## config.mk

```make
export PLATFORM = sky130hd
export DESIGN_NAME = sto_sched
export DESIGN_NICKNAME = d
export VERILOG_FILES = /design/src/rtl/sto_sched.sv
export SDC_FILE = /design/constraint.sdc
export NUM_CORES = 1
export LEC_CHECK = 0
export CORE_UTILIZATION = 35
export DETAILED_ROUTE_END_ITERATION = 16
export HOLD_SLACK_MARGIN = 0.12
export PLACE_DENSITY = 0.55
export SETUP_SLACK_MARGIN = 0.02
export SYNTH_ARGS = -nofsm -noshare
export SYNTH_HDL_FRONTEND = slang
export SYNTH_SLANG_ARGS = --single-unit
```

## constraint.sdc

```tcl
create_clock -name clk -period 9.3 [get_ports clk]
set_input_delay 1.86 -clock clk [delete_from_list [all_inputs] [get_ports clk]]
set_output_delay 1.86 -clock clk [all_outputs]
set_load 0.03 [all_outputs]
```

## src/rtl/sto_sched.sv

```systemverilog
// sto_sched: job sequencer for the store/stream datapath.
// For each tile it pulses weight_start, waits for weight_done, then pulses
// act_start and counts ACT_BEATS act_valid beats. After the last tile it
// pulses done. A progress watchdog and a synchronous abort both end the
// job through FIN.
module sto_sched #(
    parameter int ACT_BEATS = 64,
    parameter int TILE_W    = 8,
    parameter int TMO_CYC   = 1024
) (
    input  logic              clk,
    input  logic              rst_n,
    input  logic              start,
    input  logic              abort,
    input  logic [TILE_W-1:0] tile_num,
    output logic              weight_start,
    input  logic              weight_done,
    output logic              act_start,
    input  logic              act_valid,
    output logic [TILE_W-1:0] tile_idx,
    output logic              busy,
    output logic              done,
    output logic              err
);
    localparam int BEAT_W = (ACT_BEATS > 1) ? $clog2(ACT_BEATS) : 1;
    localparam int WDOG_W = (TMO_CYC > 2) ? $clog2(TMO_CYC) : 1;

    // The terminal beat is detected before the counter could overflow.
    localparam logic [BEAT_W-1:0] BEAT_LAST = BEAT_W'(ACT_BEATS - 1);
    // The watchdog trips when the next increment would reach TMO_CYC-1.
    localparam logic [WDOG_W-1:0] WDOG_LAST = WDOG_W'(TMO_CYC - 2);
    localparam logic [TILE_W-1:0] TILE_ONE  = TILE_W'(1);
    localparam logic [TILE_W-1:0] TILE_ZERO = TILE_W'(0);
    localparam logic [BEAT_W-1:0] BEAT_ONE  = BEAT_W'(1);
    localparam logic [BEAT_W-1:0] BEAT_ZERO = BEAT_W'(0);
    localparam logic [WDOG_W-1:0] WDOG_ONE  = WDOG_W'(1);
    localparam logic [WDOG_W-1:0] WDOG_ZERO = WDOG_W'(0);

    typedef enum logic [1:0] {
        IDLE   = 2'd0,
        W_WAIT = 2'd1,
        A_RUN  = 2'd2,
        FIN    = 2'd3
    } state_t;

    state_t            state_r;
    state_t            next_s;
    logic [TILE_W-1:0] num_r;
    logic [BEAT_W-1:0] beat_r;
    logic [WDOG_W-1:0] wdog_r;

    logic accept_s;
    logic zero_start_s;
    logic progress_s;
    logic last_beat_s;
    logic last_tile_s;
    logic timeout_s;
    logic run_s;
    logic ws_s;
    logic as_s;
    logic done_s;
    logic busy_s;
    logic err_s;

    // Qualify raw inputs against the current state.
    always_comb begin
        run_s        = (state_r == W_WAIT) || (state_r == A_RUN);
        accept_s     = (state_r == IDLE) && start && (tile_num != TILE_ZERO);
        zero_start_s = (state_r == IDLE) && start && (tile_num == TILE_ZERO);
        progress_s   = ((state_r == W_WAIT) && weight_done) ||
                       ((state_r == A_RUN) && act_valid);
        last_beat_s  = (state_r == A_RUN) && act_valid && (beat_r == BEAT_LAST);
        last_tile_s  = (tile_idx == (num_r - TILE_ONE));
        // Progress in the same cycle always beats the watchdog.
        timeout_s    = run_s && !progress_s && (wdog_r == WDOG_LAST);
    end

    // State register.
    always_ff @(posedge clk or negedge rst_n) begin
        if (!rst_n) begin
            state_r <= IDLE;
        end else begin
            state_r <= next_s;
        end
    end

    // Next-state logic; abort outranks every other event in a busy state.
    always_comb begin
        next_s = state_r;
        case (state_r)
            IDLE: begin
                if (accept_s) next_s = W_WAIT;
                else          next_s = IDLE;
            end
            W_WAIT: begin
                if (abort || timeout_s) next_s = FIN;
                else if (weight_done)   next_s = A_RUN;
                else                    next_s = W_WAIT;
            end
            A_RUN: begin
                if (abort || timeout_s) next_s = FIN;
                else if (last_beat_s) begin
                    if (last_tile_s) next_s = FIN;
                    else             next_s = W_WAIT;
                end else begin
                    next_s = A_RUN;
                end
            end
            FIN:     next_s = IDLE;
            default: next_s = IDLE;
        endcase
    end

    // Output decode: values the output registers take at the next edge.
    always_comb begin
        ws_s   = (next_s == W_WAIT) && (state_r != W_WAIT);
        as_s   = (next_s == A_RUN) && (state_r != A_RUN);
        done_s = (next_s == FIN) || zero_start_s;
        busy_s = (next_s == W_WAIT) || (next_s == A_RUN);
        if ((state_r == IDLE) && start) err_s = 1'b0;
        else if (timeout_s)             err_s = 1'b1;
        else                            err_s = err;
    end

    // Output registers.
    always_ff @(posedge clk or negedge rst_n) begin
        if (!rst_n) begin
            weight_start <= 1'b0;
            act_start    <= 1'b0;
            done         <= 1'b0;
            busy         <= 1'b0;
            err          <= 1'b0;
        end else begin
            weight_start <= ws_s;
            act_start    <= as_s;
            done         <= done_s;
            busy         <= busy_s;
            err          <= err_s;
        end
    end

    // Tile bookkeeping, beat counter and watchdog.
    always_ff @(posedge clk or negedge rst_n) begin
        if (!rst_n) begin
            num_r    <= TILE_ZERO;
            tile_idx <= TILE_ZERO;
            beat_r   <= BEAT_ZERO;
            wdog_r   <= WDOG_ZERO;
        end else begin
            if (accept_s) begin
                num_r    <= tile_num;
                tile_idx <= TILE_ZERO;
            end else if ((state_r == A_RUN) && (next_s == W_WAIT)) begin
                tile_idx <= tile_idx + TILE_ONE;
            end else begin
                tile_idx <= tile_idx;
            end

            if ((state_r == W_WAIT) && (next_s == A_RUN)) begin
                beat_r <= BEAT_ZERO;
            end else if ((state_r == A_RUN) && act_valid && !last_beat_s) begin
                beat_r <= beat_r + BEAT_ONE;
            end else begin
                beat_r <= beat_r;
            end

            if ((next_s != state_r) || progress_s || !run_s) begin
                wdog_r <= WDOG_ZERO;
            end else begin
                wdog_r <= wdog_r + WDOG_ONE;
            end
        end
    end
endmodule
```

==> flow_metrics.env, run 1 <==
export IMPL_run_status="complete, no violations"
export IMPL_worstPathCellList="clkdlybuf4s50_1, and2_1, a2111oi_0, a221oi_4, ha_1, and2_1, and4_1, nand3_1, xor2_1, nor2_1"
export IMPL_clk_pin_slew_worst_paths_ps=80
export IMPL_firstDrtPassIters=4
export IMPL_die_area_um2=6670
export IMPL_p_switching_uw=272
export IMPL_finalNetCount=278
export IMPL_post_cts_hold_buffer_count=0
export IMPL_netlist_top_cells_count="dfrtp_1, nor2_1, xor2_1"
export IMPL_tritoncts="done"
export IMPL_timing_fmax_ghz=0.219
export IMPL_area_growth_syn_to_layout_pct=18.4
export IMPL_synth_seq_area_share_pct=43.9
export IMPL_post_synthesis_cell_count=225
export IMPL_routed_via_count=1641
export IMPL_buffer_levels_on_the_longest_clock_path=2
export IMPL_globalRoute_totalOverflow=0
export IMPL_startpoint="act_valid"
export IMPL_worstPathMaxFanout=6
export IMPL_cp_arrival_ps=4740
export IMPL_transition_time_of_the_tightest_slew_check_pin_ps=1210
export IMPL_timing_rr_start="state_r[0]"
export IMPL_postCtsSetupBuffers=0
export IMPL_drt_wirelength_per_cell_um=14.2
export IMPL_grt_antenna_before_repair=0
export IMPL_ant_nets=0
export IMPL_startpoint_type_of_the_worst_setup_path="input port"
export IMPL_ctsRootBufferMaster="clkbuf_8"
export IMPL_dp_hpwl_um=3410
export IMPL_cts_buffers_inserted=5
export IMPL_globalRouteTotalUtil_pct=15.6
export IMPL_p_seq_share_pct=38.0
export IMPL_floorplan_initialDensity_pct=36.9
export IMPL_max_vdd_ir_drop_v=0.000138
export IMPL_portBuffers=26
export IMPL_ys_flop_type="dfrtp_1"
export IMPL_timing_critical_path_to_type="flop"
export IMPL_n_antenna_cell=0
export IMPL_clock_tree_htree_level_count=2
export IMPL_final_core_util_pct=43.7
export IMPL_core_area_um2=6030
export IMPL_criticalPathCategory="in -> reg"
export IMPL_post_synth_instance_area_um2=2220
export IMPL_p_sw_share_pct=41.5
export IMPL_clock_latency_ps=290
export IMPL_clock_sink_count=39
export IMPL_most_area_hungry_cell_type_in_the_yosys_netlist="dfrtp_1"
export IMPL_clock_power_share_pct=17.1
export IMPL_die_width_um=81.7
export IMPL_grt_pass1_wl_um=7710
export IMPL_via_count_of_the_first_global_routing_pass=1590
export IMPL_busiest_layer="met2"
export IMPL_power_density_nw_per_um2=249
export IMPL_ys_seq_elements=39
export IMPL_critical_path_slowest_cell="a2111oi_0"
export IMPL_totalPowerFinal_uw=655
export IMPL_globalRouteMet1Util_pct=20.0
export IMPL_avgViaCountPerCell=5.00
export IMPL_timing_hold_violations_final=0
export IMPL_synth_lib_cells_used_distinct=46
export IMPL_met3_usage_pct=3.89
export IMPL_synth_edff_count=0
export IMPL_ys_warn_count=0
export IMPL_ios=27
export IMPL_power_internal_uw=383
export IMPL_global_route_usage_met2_pct=25.8
export IMPL_grt_start_max_net_pins=40
export IMPL_yosys_top_cells_area="dfrtp_1, xor2_1, ha_1"
export IMPL_share_of_flip_flops_with_an_asynchronous_set_or_reset_pct=100
export IMPL_final_cycle_utilization_of_the_critical_path_pct=49.0
export IMPL_cp_slowest_stage_delay_ps=1010
export IMPL_slew_headroom_pct=17.2
export IMPL_startpoint_of_the_tightest_hold_check_path="wdog_r[0]"
export IMPL_yosysTopAreaCellShare_pct=43.9
export IMPL_drive_gt1_share_pct=6.72
export IMPL_timing_final_setup_violations=0
export IMPL_worst_ep_required_time_ps=9480
export IMPL_synth_area_per_cell_um2=9.88
export IMPL_maxCapViolations=0
export IMPL_rsz0062_at_grt="no"
export IMPL_hold_path_class="reg -> reg"
export IMPL_yosysMostFrequentCell="dfrtp_1"
export IMPL_finalCriticalPeriod_ps=4560
export IMPL_power_share_of_the_combinational_group_pct=44.8
export IMPL_synth_nets=251
export IMPL_cellLeakagePower_uw=0.00112
export IMPL_route_detailed_drc=0
export IMPL_gp_congestion=0.848
export IMPL_post_cts_resized=0
export IMPL_floorplan_rows=28
export IMPL_drv_slew=0
export IMPL_rrSetupSlack_ps=5950
export IMPL_wl_um=4670
export IMPL_final_setup_skew_ps=4.67
export IMPL_die_h_um=81.7
export IMPL_cell_seen_most_often_among_critical_path_stages="and2_1"
export IMPL_timing_setup_tns_ps=0
export IMPL_drt_iter0_drc=53
-- worst paths after layout --
path,to,cells after the start
hold reg to reg,wdog_r[0],1
setup / recovery,tile_idx[5],10
setup reg to reg,tile_idx[5],11
hold / removal,wdog_r[0],1
min in group asynchronous,weight_start,1
max in group asynchronous,wdog_r[5],1
-- kinds of logic after synthesis --
family	after synthesis	synth area share, %
buffers and inverters	18	3.15
AOI/OAI and AO/OA	36	12.3
DFF	39	43.9
xor gates and xnor gates	28	11.0
and+or+nand+nor	85	19.2
muxes	7	3.60
adders and majority gates	12	6.75
-- power by group through the flow --
stage | sequential, uW | combinational (uW) | clock [uW]
final | 249 | 294 | 112
after global routing | 257 | 328 | 124
after CTS | 250 | 298 | 117
after detailed placement | 254 | 296 | 0
after global placement | 254 | 293 | 0
after floorplan | 257 | 207 | 0
-- stage by stage --
| stage | setup slack [ps] | cells | hold slack (ps) | cell area [um2] |
|---|---|---|---|---|
| finish | 4740 | 328 | 514 | 2630 |
| global route | 4580 | 328 | 547 | 2630 |
| CTS | 4750 | 328 | 521 | 2630 |
| detailed placement | 4460 | 320 | 510 | 2550 |
| global placement | 4590 | 320 | 512 | 2550 |
| floorplan | 5080 | 225 | 474 | 2220 |
-- placed cells by master (no fill, tap or decap), drive strengths merged, types with 2 or more instances in the layout --
master,n
a211oi,10
a21oi,6
a31oi,2
and2,4
and3,2
buf,2
clkbuf,7
clkdlybuf4s50,25
dfrtp,39
ha,12
inv,11
mux2,5
mux2i,2
nand2,16
nand2b,2
nand3,10
nand4,5
nor2,25
nor2b,4
nor3,4
nor4,3
o21ai,7
or3,2
or4,2
xnor2,10
xor2,18
-- metal layers --
metal | vias up | wire (um) | part of all wire (%)
met1 | 767 | 2260 | 48
li1 | 844 | - | -
met4 | 0 | 52 | 1.1
met2 | 26 | 2180 | 47
met3 | 4 | 180 | 3.9
met5 | - | 0 | 0
-- state kept, by name, summed over array words and instances, names as in the netlist --
name and count:
busy 1, wdog_r 10, done 1, beat_r 6
err 1, state_r 2, act_start 1, num_r 8
weight_start 1, tile_idx 8
-- cell type report --
| type | instances | area (um2) |
|---|---|---|
| timing repair buffer | 27 | 263 |
| tap | 75 | 93.8 |
| fill | 601 | 3390 |
| inverter | 11 | 41.3 |
| sequential | 39 | 976 |
| clock inverter | 1 | 5.00 |
| multi-input combinational | 168 | 1180 |
| clock buffer | 7 | 76.3 |
-- worst max-delay path, delay by kind of cell --
kind | cells | cell delay (ps)
AOI/OAI and AO/OA | 2 | 1240
buffers and inverters | 1 | 430
adders and majority gates | 1 | 280
xor gates and xnor gates | 1 | 150
and+or+nand+nor | 5 | 770
(Power assumes the default switching activity.)
==> run 2, diff against run 1 <==
--- a/config.mk
+++ b/config.mk
@@ -8,7 +8,7 @@
 export CORE_UTILIZATION = 35
 export DETAILED_ROUTE_END_ITERATION = 16
 export HOLD_SLACK_MARGIN = 0.12
-export PLACE_DENSITY = 0.55
+export PLACE_DENSITY = 0.57
 export SETUP_SLACK_MARGIN = 0.02
 export SYNTH_ARGS = -nofsm -noshare
 export SYNTH_HDL_FRONTEND = slang
==> constraint.sdc (replaced) <==
create_clock -name clk -period 3.88 [get_ports clk]
set_input_delay 0.776 -clock clk [delete_from_list [all_inputs] [get_ports clk]]
set_output_delay 0.776 -clock clk [all_outputs]
set_load 0.03 [all_outputs]
==> flow_metrics.env, run 2 (synthesized netlist as in run 1, its figures left out) <==
export IMPL_buffer_levels_on_the_longest_clock_path=2
export IMPL_floorplan_initialDensity_pct=36.9
export IMPL_route_detailed_drc=0
export IMPL_slew_headroom_pct=41.4
export IMPL_wirelength_met1_um=2200
export IMPL_postCtsSetupBuffers=0
export IMPL_cp_arrival_ps=3490
export IMPL_grt_start_max_net_pins=40
export IMPL_portBuffers=26
export IMPL_transition_time_of_the_tightest_slew_check_pin_ps=878
export IMPL_clock_latency_ps=290
export IMPL_worst_ep_required_time_ps=4050
export IMPL_amount_of_wire_on_met3_after_detailed_routing_um=145
export IMPL_rr_worst_depth=13
export IMPL_startpoint_of_the_tightest_hold_check_path="wdog_r[0]"
export IMPL_timing_fmax_ghz=0.301
export IMPL_cts_buffers_inserted=5
export IMPL_globalRouteTotalUtil_pct=15.5
export IMPL_rrSetupSlack_ps=730
export IMPL_finalNonFillerCells=329
export IMPL_final_common_cell="dfrtp_1"
export IMPL_clock_sink_count=39
export IMPL_hold_path_class="reg -> reg"
export IMPL_startpoint_type_of_the_worst_setup_path="input port"
export IMPL_grt_antenna_before_repair=0
export IMPL_dp_hpwl_um=3390
export IMPL_place_inst=322
export IMPL_most_common_layout_cells="dfrtp_1, nor2_1, clkdlybuf4s50_1"
export IMPL_min_to="wdog_r[0]"
export IMPL_die_width_um=81.7
export IMPL_worst_hold_path_num_cells=1
export IMPL_drt_wirelength_per_cell_um=13.9
export IMPL_max_flop_register="wdog_r"
export IMPL_cell_seen_most_often_among_critical_path_stages="nor2_1"
export IMPL_n_antenna_cell=0
export IMPL_route_top_layer_used="met4"
export IMPL_drive_gt1_share_pct=7.87
export IMPL_finalCriticalPeriod_ps=3320
export IMPL_timing_setup_tns_ps=0
export IMPL_cellLeakagePower_uw=0.00113
export IMPL_final_setup_skew_ps=5.51
export IMPL_gp_congestion=0.757
export IMPL_critical_path_slowest_cell="clkdlybuf4s50_1"
export IMPL_globalRoute_totalOverflow=0
export IMPL_drv_slew=0
export IMPL_startpoint="weight_done"
export IMPL_r2r_end="tile_idx[6]"
export IMPL_routed_via_count=1689
export IMPL_die_h_um=81.7
export IMPL_clock_tree_htree_level_count=2
export IMPL_finalNetCount=280
export IMPL_criticalPathCategory="in -> reg"
export IMPL_run_status="complete, no violations"
export IMPL_worstPathCellList="clkdlybuf4s50_1, a22oi_1, nand2_1, o41a_1, o32ai_1, nor2_1, ha_1, and2_1, and4_1, nand3_1, xor2_1, nor2_1"
export IMPL_ios=27
export IMPL_totalPowerFinal_uw=1590
export IMPL_grt_pass1_wl_um=7780
export IMPL_worstPathMaxFanout=6
export IMPL_rsz0062_at_grt="no"
export IMPL_largest_register_ff_count=10
export IMPL_core_area_um2=6030
export IMPL_drt_iter0_drc=56
export IMPL_max_vdd_ir_drop_v=0.000311
export IMPL_wl_um=4590
export IMPL_final_cycle_utilization_of_the_critical_path_pct=85.5
export IMPL_timing_final_setup_violations=0
export IMPL_die_area_um2=6670
export IMPL_post_cts_hold_buffer_count=0
export IMPL_firstDrtPassIters=4
export IMPL_tritoncts="done"
export IMPL_timing_hold_violations_final=0
export IMPL_met2WireLength_um=2160
export IMPL_area_growth_syn_to_layout_pct=19.4
export IMPL_via_count_of_the_first_global_routing_pass=1636
export IMPL_power_density_nw_per_um2=600
export IMPL_clk_pin_slew_worst_paths_ps=70
export IMPL_ctsRootBufferMaster="clkbuf_8"
export IMPL_floorplan_rows=28
export IMPL_cp_slowest_stage_delay_ps=450
export IMPL_timing_critical_path_to_type="flop"
export IMPL_post_cts_resized=0
export IMPL_avgViaCountPerCell=5.13
export IMPL_maxCapViolations=0
export IMPL_ant_nets=0
export IMPL_timing_rr_start="state_r[1]"
export IMPL_biggestRegsByFlops="wdog_r (10), num_r (8), tile_idx (8)"
-- run 2: how the worst max path moves through the flow --
stage               slack (ps)  cells after the start     endpoint
floorplan                  750                     11  tile_idx[5]
global placement           340                     12  tile_idx[7]
detailed placement         270                     12  tile_idx[7]
CTS                        580                     12  tile_idx[7]
global route               210                     12  tile_idx[7]
finish                     560                     12  tile_idx[6]
-- run 2: metrics by stage --
stage / hold slack [ps] / setup WS (ps) / area (um2) / util (%)
global placement: 509 / 341 / 2570 / 42.6
global route: 544 / 213 / 2650 / 44.0
CTS: 518 / 579 / 2650 / 44.0
finish: 523 / 562 / 2650 / 44.0
detailed placement: 508 / 271 / 2570 / 42.6
floorplan: 474 / 748 / 2220 / -
-- run 2: report_power, final --
part | leakage, uW | internal [uW] | switching (uW) | total [uW]
Clock | 0.0000470 | 139 | 135 | 274
Sequential | 0.000520 | 497 | 103 | 600
Combinational | 0.000567 | 312 | 405 | 717
-- run 2: layer usage --
metal,vias to the layer above,GRT usage [%]
li1,850,-
met1,807,19.8
met2,24,25.8
met3,8,3.33
met4,0,5.26
met5,-,0
-- run 2: cell type report --
type	count	area, um2
Clock buffer	6	82.6
Clock inverter	1	5.00
Fill cell	578	3370
Inverter	11	41.3
Multi-Input combinational cell	168	1180
Sequential cell	39	976
Tap cell	75	93.8
Timing Repair Buffer	29	278
-- run 2: worst max-delay path: cells and delay by family --
family                   cells  cell delay [ps]
AO/OA/AOI/OAI                3             1040
AND/OR/NAND/NOR              6              870
buffers and inverters        1              450
adder cells (fa/ha/maj)      1              220
XOR/XNOR                     1              140
